===== config.mk =====
export PLATFORM = sky130hd
export DESIGN_NAME = xbar_control_issuer
export DESIGN_NICKNAME = d
export VERILOG_FILES = /design/src/rtl/xbar_control_issuer.sv
export SDC_FILE = /design/constraint.sdc
export NUM_CORES = 1
export LEC_CHECK = 0
export ABC_CLOCK_PERIOD_IN_PS = 2200
export BUFFER_PORTS_ARGS = -buffer_cell sky130_fd_sc_hd__buf_2
export CAP_MARGIN = 10
export CORE_ASPECT_RATIO = 1.75
export CORE_MARGIN = 8
export CORE_UTILIZATION = 45
export DETAILED_ROUTE_END_ITERATION = 8
export PLACE_DENSITY = 0.79
export SETUP_SLACK_MARGIN = 0.15
export SLEW_MARGIN = 40
export SYNTH_ARGS = -nofsm -noshare
export SYNTH_HDL_FRONTEND = slang
export SYNTH_SLANG_ARGS = --single-unit

===== constraint.sdc =====
create_clock -name clk -period 2.2 [get_ports clk]
set_input_delay 0.11 -clock clk [delete_from_list [all_inputs] [get_ports clk]]
set_output_delay 0.11 -clock clk [all_outputs]
set_load 0.05 [all_outputs]

===== src/rtl/xbar_control_issuer.sv =====
// xbar_control_issuer
// Initiator side of the crossbar control interface. Compact route requests
// {block, in_sel, out_sel} are queued in a small FIFO. Each request is expanded
// into a full crossbar control word and driven out over a val/rdy handshake.
//
// Build option: define XBAR_ISSUER_ECHO_CHECK_EN to confirm every write against
// the crossbar's registered echo (out_control). The echo is retried on timeout,
// and a sticky err is raised when the retries run out. Without the macro, a
// request completes on its handshake, err is tied low and echo_msg is ignored.
//
// Handshake rules for both the req_* and ctrl_* ports:
// - A transfer happens on a rising clk edge where valid && ready.
// - Once raised, valid and its payload stay stable until that transfer.
// - ready may change freely and is not a function of valid.

module xbar_control_issuer #(
    parameter int CONTROL_BIT_WIDTH = 42,
    parameter int ADDRESS_BIT_WIDTH = 4,
    parameter int WRITE_BIT_WIDTH   = 1,
    parameter int N_INPUTS          = 2,
    parameter int N_OUTPUTS         = 2,
    parameter int FIFO_DEPTH        = 4,
    parameter int ECHO_TIMEOUT      = 8,
    parameter int MAX_RETRY         = 2
) (
    input  logic                                                               clk,
    input  logic                                                               reset,
    input  logic [ADDRESS_BIT_WIDTH+$clog2(N_INPUTS)+$clog2(N_OUTPUTS)-1:0]    req_msg,
    input  logic                                                               req_val,
    output logic                                                               req_rdy,
    output logic [CONTROL_BIT_WIDTH-1:0]                                       ctrl_msg,
    output logic                                                               ctrl_val,
    input  logic                                                               ctrl_rdy,
    input  logic [CONTROL_BIT_WIDTH-1:0]                                       echo_msg,
    output logic                                                               done,
    output logic                                                               busy,
    output logic                                                               err,
    input  logic                                                               err_clr
);

    localparam int CBW   = CONTROL_BIT_WIDTH;
    localparam int A     = ADDRESS_BIT_WIDTH;
    localparam int WB    = WRITE_BIT_WIDTH;
    localparam int SI    = $clog2(N_INPUTS);
    localparam int SO    = $clog2(N_OUTPUTS);
    localparam int MSG_W = A + SI + SO;
    localparam int PTR_W = $clog2(FIFO_DEPTH);
    localparam int CNT_W = PTR_W + 1;

    typedef enum logic [1:0] {
        ST_IDLE = 2'd0,
        ST_SEND = 2'd1,
        ST_WAIT = 2'd2,
        ST_DONE = 2'd3
    } state_t;

    state_t state;
    state_t state_n;

    // Request FIFO: raw compact requests; expansion happens at the head.
    logic [MSG_W-1:0] fifo_mem [FIFO_DEPTH];
    logic [PTR_W-1:0] wr_ptr;
    logic [PTR_W-1:0] rd_ptr;
    logic [CNT_W-1:0] count;
    logic             fifo_empty;
    logic             fifo_full;
    logic             push;
    logic             pop;
    logic             rdy_en;

    logic [MSG_W-1:0] head_msg;
    logic [CBW-1:0]   packed_word;
    logic [CBW-1:0]   word_r;

`ifdef XBAR_ISSUER_ECHO_CHECK_EN
    localparam int TIMER_W = (ECHO_TIMEOUT > 1) ? $clog2(ECHO_TIMEOUT) : 1;
    localparam int RETRY_W = (MAX_RETRY > 0) ? $clog2(MAX_RETRY + 1) : 1;

    logic [TIMER_W-1:0] timer_r;
    logic [RETRY_W-1:0] retry_r;
    logic               echo_match;
    logic               timer_expired;
    logic               retry_inc;
    logic               err_set;
    logic               err_r;
`endif

    // ------------------------------------------------------------------
    // FIFO status and request-side handshake
    // ------------------------------------------------------------------
    assign fifo_empty = (count == '0);
    assign fifo_full  = (count == CNT_W'(FIFO_DEPTH));

    // rdy_en keeps req_rdy low through reset and for the release edge itself.
    // Because req_rdy is low when full, a pop in the same cycle cannot make
    // room for a new entry.
    assign req_rdy = rdy_en && !fifo_full;
    assign push    = req_val && req_rdy;

    // Ready enable: rises on the first clock edge after reset release.
    always_ff @(posedge clk or negedge reset) begin
        if (!reset) begin
            rdy_en <= 1'b0;
        end else begin
            rdy_en <= 1'b1;
        end
    end

    // FIFO storage: payload only, so no reset is needed.
    always_ff @(posedge clk) begin
        if (push) begin
            fifo_mem[wr_ptr] <= req_msg;
        end
    end

    // FIFO pointers and occupancy. The depth is a power of two, so the
    // pointers wrap naturally.
    always_ff @(posedge clk or negedge reset) begin
        if (!reset) begin
            wr_ptr <= '0;
            rd_ptr <= '0;
            count  <= '0;
        end else begin
            if (push) begin
                wr_ptr <= wr_ptr + PTR_W'(1);
            end
            if (pop) begin
                rd_ptr <= rd_ptr + PTR_W'(1);
            end
            case ({push, pop})
                2'b10:   count <= count + CNT_W'(1);
                2'b01:   count <= count - CNT_W'(1);
                default: count <= count;
            endcase
        end
    end

    // ------------------------------------------------------------------
    // Control word packing
    // ------------------------------------------------------------------
    assign head_msg = fifo_mem[rd_ptr];

    // Expand the head request into the control word, MSB to LSB:
    // block, write field (all ones), in_sel, out_sel, then zeros.
    always_comb begin
        packed_word = '0;
        packed_word[CBW-1 -: A]           = head_msg[SO+SI +: A];
        packed_word[CBW-A-1 -: WB]        = '1;
        packed_word[CBW-A-WB-1 -: SI]     = head_msg[SO +: SI];
        packed_word[CBW-A-WB-SI-1 -: SO]  = head_msg[0 +: SO];
    end

    // In-flight word register, loaded when the head is popped.
    always_ff @(posedge clk or negedge reset) begin
        if (!reset) begin
            word_r <= '0;
        end else if (pop) begin
            word_r <= packed_word;
        end
    end

    // ------------------------------------------------------------------
    // Issue FSM
    // ------------------------------------------------------------------

    // FSM state register.
    always_ff @(posedge clk or negedge reset) begin
        if (!reset) begin
            state <= ST_IDLE;
        end else begin
            state <= state_n;
        end
    end

    // FSM next state, FIFO pop, and retry and error events.
    always_comb begin
        state_n = state;
        pop     = 1'b0;
`ifdef XBAR_ISSUER_ECHO_CHECK_EN
        retry_inc = 1'b0;
        err_set   = 1'b0;
`endif
        case (state)
            ST_IDLE: begin
                if (!fifo_empty) begin
                    pop     = 1'b1;
                    state_n = ST_SEND;
                end
            end
            ST_SEND: begin
                if (ctrl_rdy) begin
`ifdef XBAR_ISSUER_ECHO_CHECK_EN
                    state_n = ST_WAIT;
`else
                    state_n = ST_DONE;
`endif
                end
            end
`ifdef XBAR_ISSUER_ECHO_CHECK_EN
            ST_WAIT: begin
                // A matching echo takes priority, even in the timeout cycle.
                if (echo_match) begin
                    state_n = ST_DONE;
                end else if (timer_expired) begin
                    if (retry_r < RETRY_W'(MAX_RETRY)) begin
                        retry_inc = 1'b1;
                        state_n   = ST_SEND;
                    end else begin
                        err_set = 1'b1;
                        state_n = ST_DONE;
                    end
                end
            end
`endif
            ST_DONE: begin
                state_n = ST_IDLE;
            end
            default: begin
                state_n = ST_IDLE;
            end
        endcase
    end

    // Control outputs. The word is driven only in SEND, so a stale echo of a
    // previous word cannot match a newly loaded one.
    assign ctrl_val = (state == ST_SEND);
    assign ctrl_msg = (state == ST_SEND) ? word_r : '0;
    assign done     = (state == ST_DONE);
    assign busy     = (state != ST_IDLE) || !fifo_empty;

`ifdef XBAR_ISSUER_ECHO_CHECK_EN
    // ------------------------------------------------------------------
    // Echo confirmation: timer, retry count, sticky error
    // ------------------------------------------------------------------
    assign echo_match    = (echo_msg == word_r);
    assign timer_expired = (timer_r == TIMER_W'(ECHO_TIMEOUT - 1));

    // Echo wait timer: zeroed while sending, counts every WAIT cycle.
    always_ff @(posedge clk or negedge reset) begin
        if (!reset) begin
            timer_r <= '0;
        end else if (state == ST_SEND) begin
            timer_r <= '0;
        end else if (state == ST_WAIT) begin
            timer_r <= timer_r + TIMER_W'(1);
        end
    end

    // Resend counter: cleared per request, counts timeouts that lead to a resend.
    always_ff @(posedge clk or negedge reset) begin
        if (!reset) begin
            retry_r <= '0;
        end else if (pop) begin
            retry_r <= '0;
        end else if (retry_inc) begin
            retry_r <= retry_r + RETRY_W'(1);
        end
    end

    // Sticky error. If a set event and err_clr occur in the same cycle, the set wins.
    always_ff @(posedge clk or negedge reset) begin
        if (!reset) begin
            err_r <= 1'b0;
        end else if (err_set) begin
            err_r <= 1'b1;
        end else if (err_clr) begin
            err_r <= 1'b0;
        end
    end

    assign err = err_r;
`else
    // Without echo checking there is nothing that can fail.
    localparam int unused_echo_cfg = ECHO_TIMEOUT + MAX_RETRY;
    logic unused_echo_inputs;

    assign err                = 1'b0;
    assign unused_echo_inputs = ^{echo_msg, err_clr};
`endif

endmodule


Word-level counts from Yosys, hierarchy flattened:

Memories as Yosys holds them, arrays and structs flattened. A register that Yosys moved wholly into a read port is not among the register bits.
Index checks and enable logic that the tools add are counted.

* $add $sub $neg: 4
* equal/unequal tests: 7
* multiplexer cells: 9
* reduce and logical (&&, ||, !) cells: 11

Operators by type and width (number)
* 2-to-1 mux 42 bit: 1
* one-hot mux 3 bit (2 select lines): 1
* adder 2 x 1 -> 2 bit, second input constant: 2
* == test 2 x 1 -> 1 bit, second input constant: 2
* == test 2 bit, second input constant: 2
* 2-to-1 mux 1 bit: 4
* 2-to-1 mux 2 bit: 2
* one-hot mux 2 bit (2 select lines): 1
* nonzero test 2 bit: 2
* adder 3 x 1 -> 3 bit, second input constant: 1
* == test 3 bit, second input constant: 1
* zero test 1 bit: 3
* zero test 3 bit: 1
* subtractor 3 x 1 -> 3 bit, second input constant: 1
* logical AND 1 bit: 2
* zero test 2 bit: 1
* != test 2 x 1 -> 1 bit, second input constant: 1
* != test 2 bit, second input constant: 1
* AND reduction 2 bit: 1
* logical OR 1 bit: 1

* bits in registers: 17
* bits in writable memories: 24
* input port bits: 53
* output and inout bits: 47
* word-level logic and storage cells: 38
* memories kept: 1

Memory list
* fifo_mem: words 4, bits a word 6, rd ports 1, clocked after memory_dff 1, write ports 1, RTL line 61 `logic [MSG_W-1:0] fifo_mem [FIFO_DEPTH];`

Longest topological paths before layout:

Gate-level depths: netlist of the first run.

* depth after elaboration: 6
* mapped depth: 9
* mapped depth without buffers: 9

Least setup slack after synthesis of the first run:

OpenSTA, ideal clock, no wires.

* kind: flip-flop to flip-flop
* start: reg count[0]
* end: reg count[2]
* library setup time: 0.080 ns
* arrival time: 1.812 ns
* data required time: 2.120 ns
* path slack: 0.308 ns
* cell stages (with the launch flop): 9
* path buffers: 0
* period minus slack after synthesis: 1.892 ns
* cell sequence: dfrtp_1 -> o311a_1 -> inv_1 -> ha_1 -> inv_1 -> fa_1 -> xor2_1 -> nor2_1 -> xnor2_1

* longest elaborated chain between the ends: 6
* elaborated cells between the ends (all ways): 13
* those cells by class: 2 x add/sub; 3 x eq/ne; 3 x mux; 5 x reduce/logical

Ends and longest elaborated chain
* start: declaration: RTL line 64 `logic [CNT_W-1:0] count;`
* start signal: assignment: RTL line 131 `2'b10: count <= count + CNT_W'(1);`
* start signal: assignment: RTL line 132 `2'b01: count <= count - CNT_W'(1);`
* start signal: assignment: RTL line 133 `default: count <= count;`
* == test 3 bit: RTL line 92 `assign fifo_full = (count == CNT_W'(FIFO_DEPTH));`
* zero test 1 bit: RTL line 97 `assign req_rdy = rdy_en && !fifo_full;`
* logical AND 1 bit: RTL line 97
* logical AND 1 bit: RTL line 98 `assign push = req_val && req_rdy;`
* == test 2 x 1 -> 1 bit / == test 2 bit (equally long branches): RTL line 130 `case ({push, pop})`
* one-hot mux 3 bit (2 select lines) / nonzero test 2 bit (equally long branches)

Several ways; a longest one is shown, not always the timed one.
A chain may end at the register's enable or synchronous reset.

Worst setup path after layout of the first run:

Ends and elaborated chain as after synthesis.

==> results of run 1 <==
## synth_stat cells, types with 2 or more instances
| cell | instances |
|---|---|
| buf_4 | 36 |
| edfxtp_1 | 24 |
| dfrtp_1 | 17 |
| and2_1 | 13 |
| inv_1 | 9 |
| mux2_2 | 7 |
| mux4_2 | 6 |
| ha_1 | 5 |
| xnor2_1 | 5 |
| nor2_1 | 3 |
| conb_1 | 2 |
| nand3_1 | 2 |
## cell usage in the layout, fill, tap and decap left out, drive strengths merged
cell / instances
a21boi: 1
and2: 13
buf: 22
clkbuf: 8
conb: 37
dfrtp: 17
dlygate4sd3: 1
edfxtp: 24
fa: 1
ha: 5
inv: 9
mux2: 7
mux2i: 1
mux4: 6
nand2: 2
nand2b: 1
nand3: 2
nor2: 3
nor2b: 1
o311a: 1
or3: 1
xnor2: 5
xor2: 1
## worst reg2reg max path: cells and delay by family, from the launching register on
family | cells | cell delay (ns)
AND/OR/NAND/NOR | 1 | 0.13
adder cells (fa/ha/maj) | 2 | 0.55
flip-flops | 1 | 0.44
buffers and inverters | 2 | 0.12
AO/OA/AOI/OAI | 1 | 0.35
XOR/XNOR | 2 | 0.28
## how the worst min path moves through the flow
| stage | endpoint | slack, ns |
|---|---|---|
| finish | state[1] | 0.03 |
| global route | fifo_mem[2][0] | 0.03 |
| CTS | state[1] | 0.03 |
| detailed placement | state[0] | 0.06 |
| global placement | state[1] | 0.05 |
| floorplan | count[0] | -0.19 |
## per-layer routing
metal | routed length (µm) | GRT usage, % | share of wire [%]
met4 | 76 | 6.61 | 2.7
met2 | 1660 | 16.1 | 58
met1 | 904 | 7.73 | 32
met3 | 230 | 2.70 | 8.0
met5 | 0 | 0 | 0
## final cells by class
| type | count | area share, % |
|---|---|---|
| clock buffer | 8 | 4.27 |
| inverter | 9 | 1.60 |
| multi-input combinational | 88 | 30.9 |
| sequential | 41 | 54.3 |
| tap | 51 | 3.02 |
| timing repair buffer | 23 | 5.92 |
## power groups by stage
stage / registers [µW] / clock network [µW] / logic [µW]
floorplan: 1100 / 0 / 1210
global placement: 1180 / 0 / 1270
detailed placement: 1190 / 0 / 1300
CTS: 1170 / 501 / 1310
global route: 1200 / 535 / 1410
finish: 1170 / 483 / 1290
## cell families (layout without fill, tap and decap cells)
kind of cell	count (synthesis)	after routing	share of synthesized area, %
buf+inv	48	40	16.2
mux	14	14	11.3
fa+ha+maj	6	6	4.15
compound gates	2	2	0.881
simple gates	23	23	6.86
flops	41	41	57.6
other cells	2	37	0.377
xor+xnor	6	6	2.64
## stage by stage
step           hold slack (ns)  utilization (%)  worst slack, ns  cells
5_1_grt                 0.0275             48.8            0.159    220
4_1_cts                 0.0283             48.8            0.219    220
3_3_place_gp            0.0541             46.5            0.268    211
6_report                0.0347             48.8            0.253    220
3_5_place_dp            0.0568             46.5            0.238    211
2_1_floorplan           -0.186                -            0.308    177
## what timing repair did
| action | in CTS | in global routing |
|---|---|---|
| endpoints found under the setup margin | 0 | 1 |
| endpoints found under the hold margin | 17 | 0 |
| hold buffers | 1 | 0 |
| resized for setup | 0 | 1 |
## flip-flops by register name, indices dropped and copies added (netlist names)
signal	count
count	3
fifo_mem	24
rd_ptr	2
rdy_en	1
state	2
word_r	7
wr_ptr	2
==> impl_metrics.py, run 1 <==
metrics = {
    "power_and_ir_drop": {
        "p_per_area_nw_per_um2": 1390,
        "p_comb_share_pct": 43.8,
        "seq_power_share_pct": 39.7,
        "p_total_uw": 2940,
        "swShare_pct": 40.4,
        "vdd_drop_max_v": 0.000703,
        "intPower_uw": 1750,
        "p_sw_uw": 1190,
        "clock_power_share_pct": 16.5,
        "p_leak_uw": 0.000916,
    },
    "placed_design": {
        "place.gp.congestion": 0.727,
        "place_hpwl_mm": 2.32,
        "io_buffer_count": 20,
        "dpl-instance-area_um2": 2010,
    },
    "floorplanning": {
        "core_area_um2": 4320,
        "die_area_um2": 6890,
        "num_rows": 32,
        "initial_core_util_pct": 46.0,
        "die_width_um": 66.3,
        "die_h_um": 104,
        "ios": 100,
    },
    "critical_path": {
        "crit_arrival_ns": 2.16,
        "path_cells": "o311a_1, inv_1, ha_1, inv_1, fa_1, xor2_1, nor2_1, xnor2_1",
        "r2r_setup_slack_ns": 0.25,
        "cp_top_family": "adder cells",
        "setup.worst_path.start": "count[0]",
        "rr_worst_depth": 8,
        "crit_buf_inv": 2,
        "cp_common_cell": "inv_1",
        "reg2reg_from": "count[0]",
        "slowest_delay_ns": 0.44,
        "crit_type": "register to register",
        "crit_end": "count[2]",
        "crit_fanout": 5,
        "critPathRequiredTime_ns": 2.41,
        "end_kind": "register",
        "crit_path_start_kind": "register",
        "crit_cells": 8,
        "critical-path-slowest-cell": "dfrtp_2",
        "timing.rr.end": "count[2]",
    },
    "drt": {
        "vias": 936,
        "vias_per_cell": 4.25,
        "routedWlPerCell_um": 13.0,
        "drc": 0,
        "wl_mm": 2.87,
        "drt_iter0_drc": 8,
        "first_pass_iters": 4,
        "detail-route-antenna-nets": 0,
    },
    "hold_path": {
        "whs_path_depth": 2,
        "hold_start": "ctrl_rdy",
        "hp-class": "input pin to register",
    },
    "timing": {
        "period_needed_ns": 1.95,
        "fmax_mhz": 514,
        "setup_violations": 0,
        "hold_viol_final": 0,
        "final_max_slew_viol_count": 0,
        "fin_skew_ns": 0.00746,
        "slew_headroom_pct": 66.1,
        "rsz0062_at_grt": "no",
        "worst_slew_pin_slew_ns": 0.507,
        "setup_tns_ns": 0,
        "post-route-period-util_pct": 88.5,
    },
    "layout": {
        "regArea_um2": 1150,
        "nNetsFinal": 227,
        "areaGrowthSynthToFinish_pct": 6.16,
        "layout-drive-gt1-share_pct": 25.4,
        "multi_input_area_um2": 652,
        "stdcell_area_um2": 2110,
        "n_antenna_cell": 0,
        "fillerInstances": 413,
    },
    "global_route": {
        "antenna_found_initial": 0,
        "grt_usage_pct": 8.97,
        "grt_pass1_vias": 1019,
        "grt_max_degree": 18,
        "overflow": 0,
        "grt_pass1_wl_mm": 4.71,
    },
    "cts": {
        "cts-htree-levels": 2,
        "cts_tree": "done",
        "cts-root-buf": "clkbuf_8",
        "post_cts_buffers": 0,
        "cts.sinks": 41,
        "cts_max_path_buffers": 2,
        "cts_buffers": 5,
        "insertion_delay_ns": 0.28,
        "clkTransAtPathRegs_ns": 0.07,
    },
    "synth": {
        "post-synth-top-area-cell": "edfxtp_1",
        "yosysWarnings": 0,
        "synth_edf_count": 24,
        "yosysTopAreaCellShare_pct": 36.2,
        "avgSynthCellArea_um2": 14.0,
        "ys_seq_area_share_pct": 57.6,
        "synthArstFlopShare_pct": 41.5,
        "synth_seq_cells": 41,
        "yosysUniqueCellTypes": 25,
        "synth_ff_type": "edfxtp_1",
        "synthCells": 142,
        "synth_area_um2": 1990,
        "synthTopCellsByArea": "edfxtp_1 (36%), dfrtp_1 (21%), buf_4 (14%)",
    },
    "status": {
        "status": "finished, final reports clean",
    },
    "run": {
        "maxCapViolCount": 0,
    },
}
No activity file was read; power rests on OpenSTA's default activity.
==> run 2, diff against run 1 <==
Settings changed: ABC_CLOCK_PERIOD_IN_PS 2200 to 2500, GPL_TIMING_DRIVEN from default to 0.
Clock period 2.2 ns to 2.5 ns, I/O delays scaled along.
==> impl_metrics.py, run 2 (same netlist as run 1, synthesis figures left out) <==
metrics = {
    "floorplanning": {
        "die_area_um2": 6890,
        "core_area_um2": 4320,
        "initial_core_util_pct": 46.0,
        "ios": 100,
        "die_width_um": 66.3,
        "die_h_um": 104,
        "num_rows": 32,
    },
    "timing": {
        "setup_violations": 0,
        "fin_skew_ns": 0.00752,
        "hold_viol_final": 0,
        "whs_ns": 0.0458,
        "post-route-period-util_pct": 82.5,
        "fmax_mhz": 485,
        "rsz0062_at_grt": "no",
        "period_needed_ns": 2.06,
        "final_max_slew_viol_count": 0,
        "setup_tns_ns": 0,
    },
    "placed_design": {
        "dpl-instance-area_um2": 2280,
        "place.gp.congestion": 0.699,
        "io_buffer_count": 20,
        "place_hpwl_mm": 2.55,
    },
    "layout": {
        "largest_reg_flops": 24,
        "nNetsFinal": 264,
        "stdcell_area_um2": 2380,
        "multi_input_area_um2": 652,
        "final_cell_mix": "conb_1 (37), buf_4 (36), edfxtp_1 (24)",
        "regArea_um2": 1150,
        "fillerInstances": 379,
        "n_antenna_cell": 0,
        "top_register": "fifo_mem",
        "layout-drive-gt1-share_pct": 37.9,
        "areaGrowthSynthToFinish_pct": 19.5,
        "final_common_cell": "conb_1",
        "top_regs": "fifo_mem (24), word_r (7), count (3)",
    },
    "drt": {
        "drt_iter0_drc": 21,
        "first_pass_iters": 4,
        "routedWlPerCell_um": 12.0,
        "drc": 0,
        "wl_mm": 3.08,
        "vias": 1057,
        "detail-route-antenna-nets": 0,
        "vias_per_cell": 4.11,
    },
    "critical_path": {
        "cp_common_cell": "inv_1",
        "crit_arrival_ns": 2.28,
        "crit_path_start_kind": "register",
        "critical-path-slowest-cell": "o311a_1",
        "crit_type": "register to register",
        "end_kind": "register",
        "slowest_delay_ns": 0.45,
        "crit_buf_inv": 2,
        "critPathRequiredTime_ns": 2.71,
        "cp_top_family": "adder cells",
        "path_cells": "o311a_1, inv_1, ha_1, inv_1, fa_1, xor2_1, nor2_1, xnor2_1",
        "crit_fanout": 7,
    },
    "power_and_ir_drop": {
        "p_leak_uw": 0.00111,
        "vdd_drop_max_v": 0.000636,
        "p_per_area_nw_per_um2": 1110,
        "p_total_uw": 2630,
    },
    "cts": {
        "holdBufCountCts": 1,
        "clkTransAtPathRegs_ns": 0.08,
        "cts_tree": "done",
        "insertion_delay_ns": 0.29,
        "cts_buffers": 5,
        "cts.sinks": 41,
        "cts_max_path_buffers": 2,
        "cts-root-buf": "clkbuf_8",
        "post_cts_buffers": 0,
        "cts_resized": 0,
        "cts-htree-levels": 2,
    },
    "global_route": {
        "grt_pass1_wl_mm": 4.95,
        "grt_usage_pct": 9.36,
        "grt_pass1_vias": 1123,
        "overflow": 0,
        "antenna_found_initial": 0,
        "grt_max_degree": 18,
    },
    "run": {
        "maxCapViolCount": 0,
    },
    "hold_path": {
        "hp-class": "input pin to register",
    },
    "status": {
        "status": "finished, final reports clean",
    },
}
run 2: changes by cell type in the layout (fill, tap and decap cells not counted):
| cell | previous run | this run |
|---|---|---|
| dfrtp_2 | 1 | 0 |
| clkinv_2 | 0 | 2 |
| dfrtp_1 | 16 | 17 |
| buf_1 | 0 | 1 |
| buf_6 | 0 | 1 |
| clkbuf_8 | 6 | 5 |
| buf_4 | 2 | 36 |
run 2: where the power goes:
part | internal, µW | switching [µW]
clock network | 193 | 207
registers | 893 | 81.2
logic | 471 | 787
run 2: metal layers:
metal	GRT usage, %	vias up	part of all wire, %
met5	0	-	0
met4	6.76	0	2.9
met3	2.37	6	7.7
met2	17.9	33	60
met1	7.32	492	29
li1	-	526	-
run 2: through the flow:
stage                     worst slack, ns  std cells  utilization (%)
after floorplan                     0.608        177                -
after global placement              0.469        248             52.8
after detailed placement            0.436        248             52.8
after CTS                           0.415        257             55.0
after global routing                0.311        257             55.0
final                               0.437        257             55.0
run 2: layout make-up:
class | instances | area share [%]
Tap cell | 51 | 2.68
Buffer | 39 | 12.2
Clock buffer | 6 | 3.05
Inverter | 9 | 1.42
Timing Repair Buffer | 21 | 4.63
Clock inverter | 2 | 0.421
Sequential cell | 41 | 48.2
Multi-Input combinational cell | 88 | 27.4
run 2: worst paths after layout:
| check | from | to | slack (ns) | depth (start not counted) |
|---|---|---|---|---|
| worst max-delay path | count[0] | count[2] | 0.44 | 8 |
| worst min-delay path | ctrl_rdy | state[1] | 0.05 | 2 |
| worst max register to register | count[0] | count[2] | 0.44 | 8 |
| worst min register to register | word_r[37] | word_r[37] | 0.49 | 1 |
| max in group asynchronous | reset | wr_ptr[0] | 1.92 | 2 |
| min in group asynchronous | reset | state[1] | 0.29 | 2 |
==> run 3, diff against run 2 <==
Settings changed: ABC_CLOCK_PERIOD_IN_PS 2500 to 2150.
Clock period 2.5 ns to 2.15 ns, I/O delays scaled along.
==> impl_metrics.py, run 3 (same netlist as run 1, synthesis figures left out) <==
metrics = {
    "placed_design": {
        "io_buffer_count": 20,
        "place.gp.congestion": 0.699,
        "place_ws_ns": 0.0861,
        "place_hpwl_mm": 2.55,
    },
    "global_route": {
        "grt_max_degree": 18,
        "grt_pass1_wl_mm": 4.95,
        "grt_pass1_vias": 1123,
        "grt_usage_pct": 9.36,
        "antenna_found_initial": 0,
        "overflow": 0,
    },
    "critical_path": {
        "critPathRequiredTime_ns": 2.36,
        "slowest_delay_ns": 0.38,
        "crit_end": "count[2]",
        "reg2reg_from": "count[2]",
        "crit_path_start_kind": "register",
        "crit_fanout": 3,
        "rr_worst_depth": 9,
        "cp_common_cell": "inv_2",
        "critical-path-slowest-cell": "dfrtp_1",
        "setup.worst_path.start": "count[2]",
        "crit_arrival_ns": 2.12,
        "timing.rr.end": "count[2]",
        "end_kind": "register",
        "r2r_setup_slack_ns": 0.24,
        "crit_type": "register to register",
        "path_cells": "inv_2, o311a_4, inv_2, ha_4, inv_1, fa_1, xor2_1, nor2_1, xnor2_1",
    },
    "layout": {
        "areaGrowthSynthToFinish_pct": 22.4,
        "post-route-util_pct": 56.3,
        "largest_reg_flops": 24,
        "top_regs": "fifo_mem (24), word_r (7), count (3)",
        "fillerInstances": 368,
        "nNetsFinal": 268,
        "final_cell_mix": "buf_4 (40), conb_1 (37), edfxtp_1 (24)",
        "n_antenna_cell": 0,
        "top_register": "fifo_mem",
        "final_common_cell": "buf_4",
        "layout-drive-gt1-share_pct": 41.9,
    },
    "cts": {
        "clkTransAtPathRegs_ns": 0.07,
        "cts_tree": "done",
        "cts-root-buf": "clkbuf_8",
        "cts.sinks": 41,
        "insertion_delay_ns": 0.29,
        "cts-htree-levels": 2,
        "cts_buffers": 5,
        "cts_max_path_buffers": 2,
    },
    "drt": {
        "first_pass_iters": 4,
        "detail-route-antenna-nets": 0,
        "vias": 1067,
        "drt_iter0_drc": 11,
        "drc": 0,
        "vias_per_cell": 4.09,
        "routedWlPerCell_um": 11.9,
        "wl_mm": 3.10,
    },
    "timing": {
        "setup_tns_ns": 0,
        "setup_violations": 0,
        "setup_slack_ns": 0.238,
        "fin_skew_ns": 0.00620,
        "post-route-period-util_pct": 88.9,
        "whs_ns": 0.0316,
        "rsz0062_at_grt": "no",
        "fmax_mhz": 523,
        "hold_viol_final": 0,
        "period_needed_ns": 1.91,
        "final_max_slew_viol_count": 0,
    },
    "floorplanning": {
        "die_h_um": 104,
        "num_rows": 32,
        "core_area_um2": 4320,
        "die_area_um2": 6890,
        "ios": 100,
        "initial_core_util_pct": 46.0,
        "die_width_um": 66.3,
    },
    "power_and_ir_drop": {
        "p_comb_share_pct": 49.1,
        "clock_power_share_pct": 14.6,
        "seq_power_share_pct": 36.2,
        "p_per_area_nw_per_um2": 1290,
        "intPower_uw": 1880,
        "swShare_pct": 40.4,
        "p_sw_uw": 1270,
        "p_leak_uw": 0.00113,
        "vdd_drop_max_v": 0.000737,
    },
    "run": {
        "maxCapViolCount": 0,
    },
    "status": {
        "status": "finished, final reports clean",
    },
    "hold_path": {
        "hp-class": "input pin to register",
    },
}
==> run 3: power by group through the flow <==
stage	logic [µW]	registers [µW]	clock network (µW)
after global routing	1670	1160	507
after floorplan	1240	1120	0
final	1550	1140	461
after CTS	1510	1140	475
after global placement	1430	1140	0
after detailed placement	1470	1150	0
==> run 3: stage by stage <==
stage	total power, µW	cells	cell area, µm²
2_1_floorplan	2360	177	2120
3_3_place_gp	2570	248	2280
3_5_place_dp	2630	248	2280
4_1_cts	3120	258	2400
5_1_grt	3340	261	2430
6_report	3150	261	2430
==> run 3: area by class of cell <==
class / instances / area (µm²) / share of cell area [%]
tap: 51 / 63.8 / 2.62
inverter: 9 / 33.8 / 1.39
clock inverter: 2 / 10.0 / 0.411
clock buffer: 6 / 72.6 / 2.98
multi-input combinational: 88 / 678 / 27.9
buffer: 39 / 289 / 11.9
timing repair buffer: 25 / 140 / 5.76
sequential: 41 / 1150 / 47.1
==> run 3: worst min path at each step <==
stage / cells past startpoint / slack, ns / start / endpoint
floorplan: 0 / -0.19 / reset / count[0]
global route: 1 / 0.03 / req_msg[0] / fifo_mem[2][0]
finish: 2 / 0.03 / ctrl_rdy / state[1]
global placement: 1 / 0.05 / reset / rd_ptr[1]
CTS: 2 / 0.03 / ctrl_rdy / state[1]
detailed placement: 1 / 0.06 / reset / state[1]
==> run 3: critical path: cells and delay by family (launching register included) <==
kind | cells | cell delay, ns
xor gates and xnor gates | 2 | 0.28
and+or+nand+nor | 1 | 0.14
DFF | 1 | 0.38
buffers and inverters | 3 | 0.19
AOI/OAI and AO/OA | 1 | 0.38
adders and majority gates | 2 | 0.49
==> run 3: timing repair <==
action / 4_1_cts / 5_1_grt
hold endpoints to repair: 17 / 0
pin swaps: 0 / 3
endpoints found under the setup margin: 2 / 1
setup buffers: 1 / 3
resized for setup: 1 / 6
hold buffers: 1 / 0
==> run 3: metal layers <==
metal	wire length, µm	share of wire, %	up-vias	track usage (%)
li1	-	-	535	-
met1	918	30	489	7.39
met2	1850	60	36	17.8
met3	242	7.8	7	2.37
met4	90	2.9	0	6.76
met5	0	0	-	0
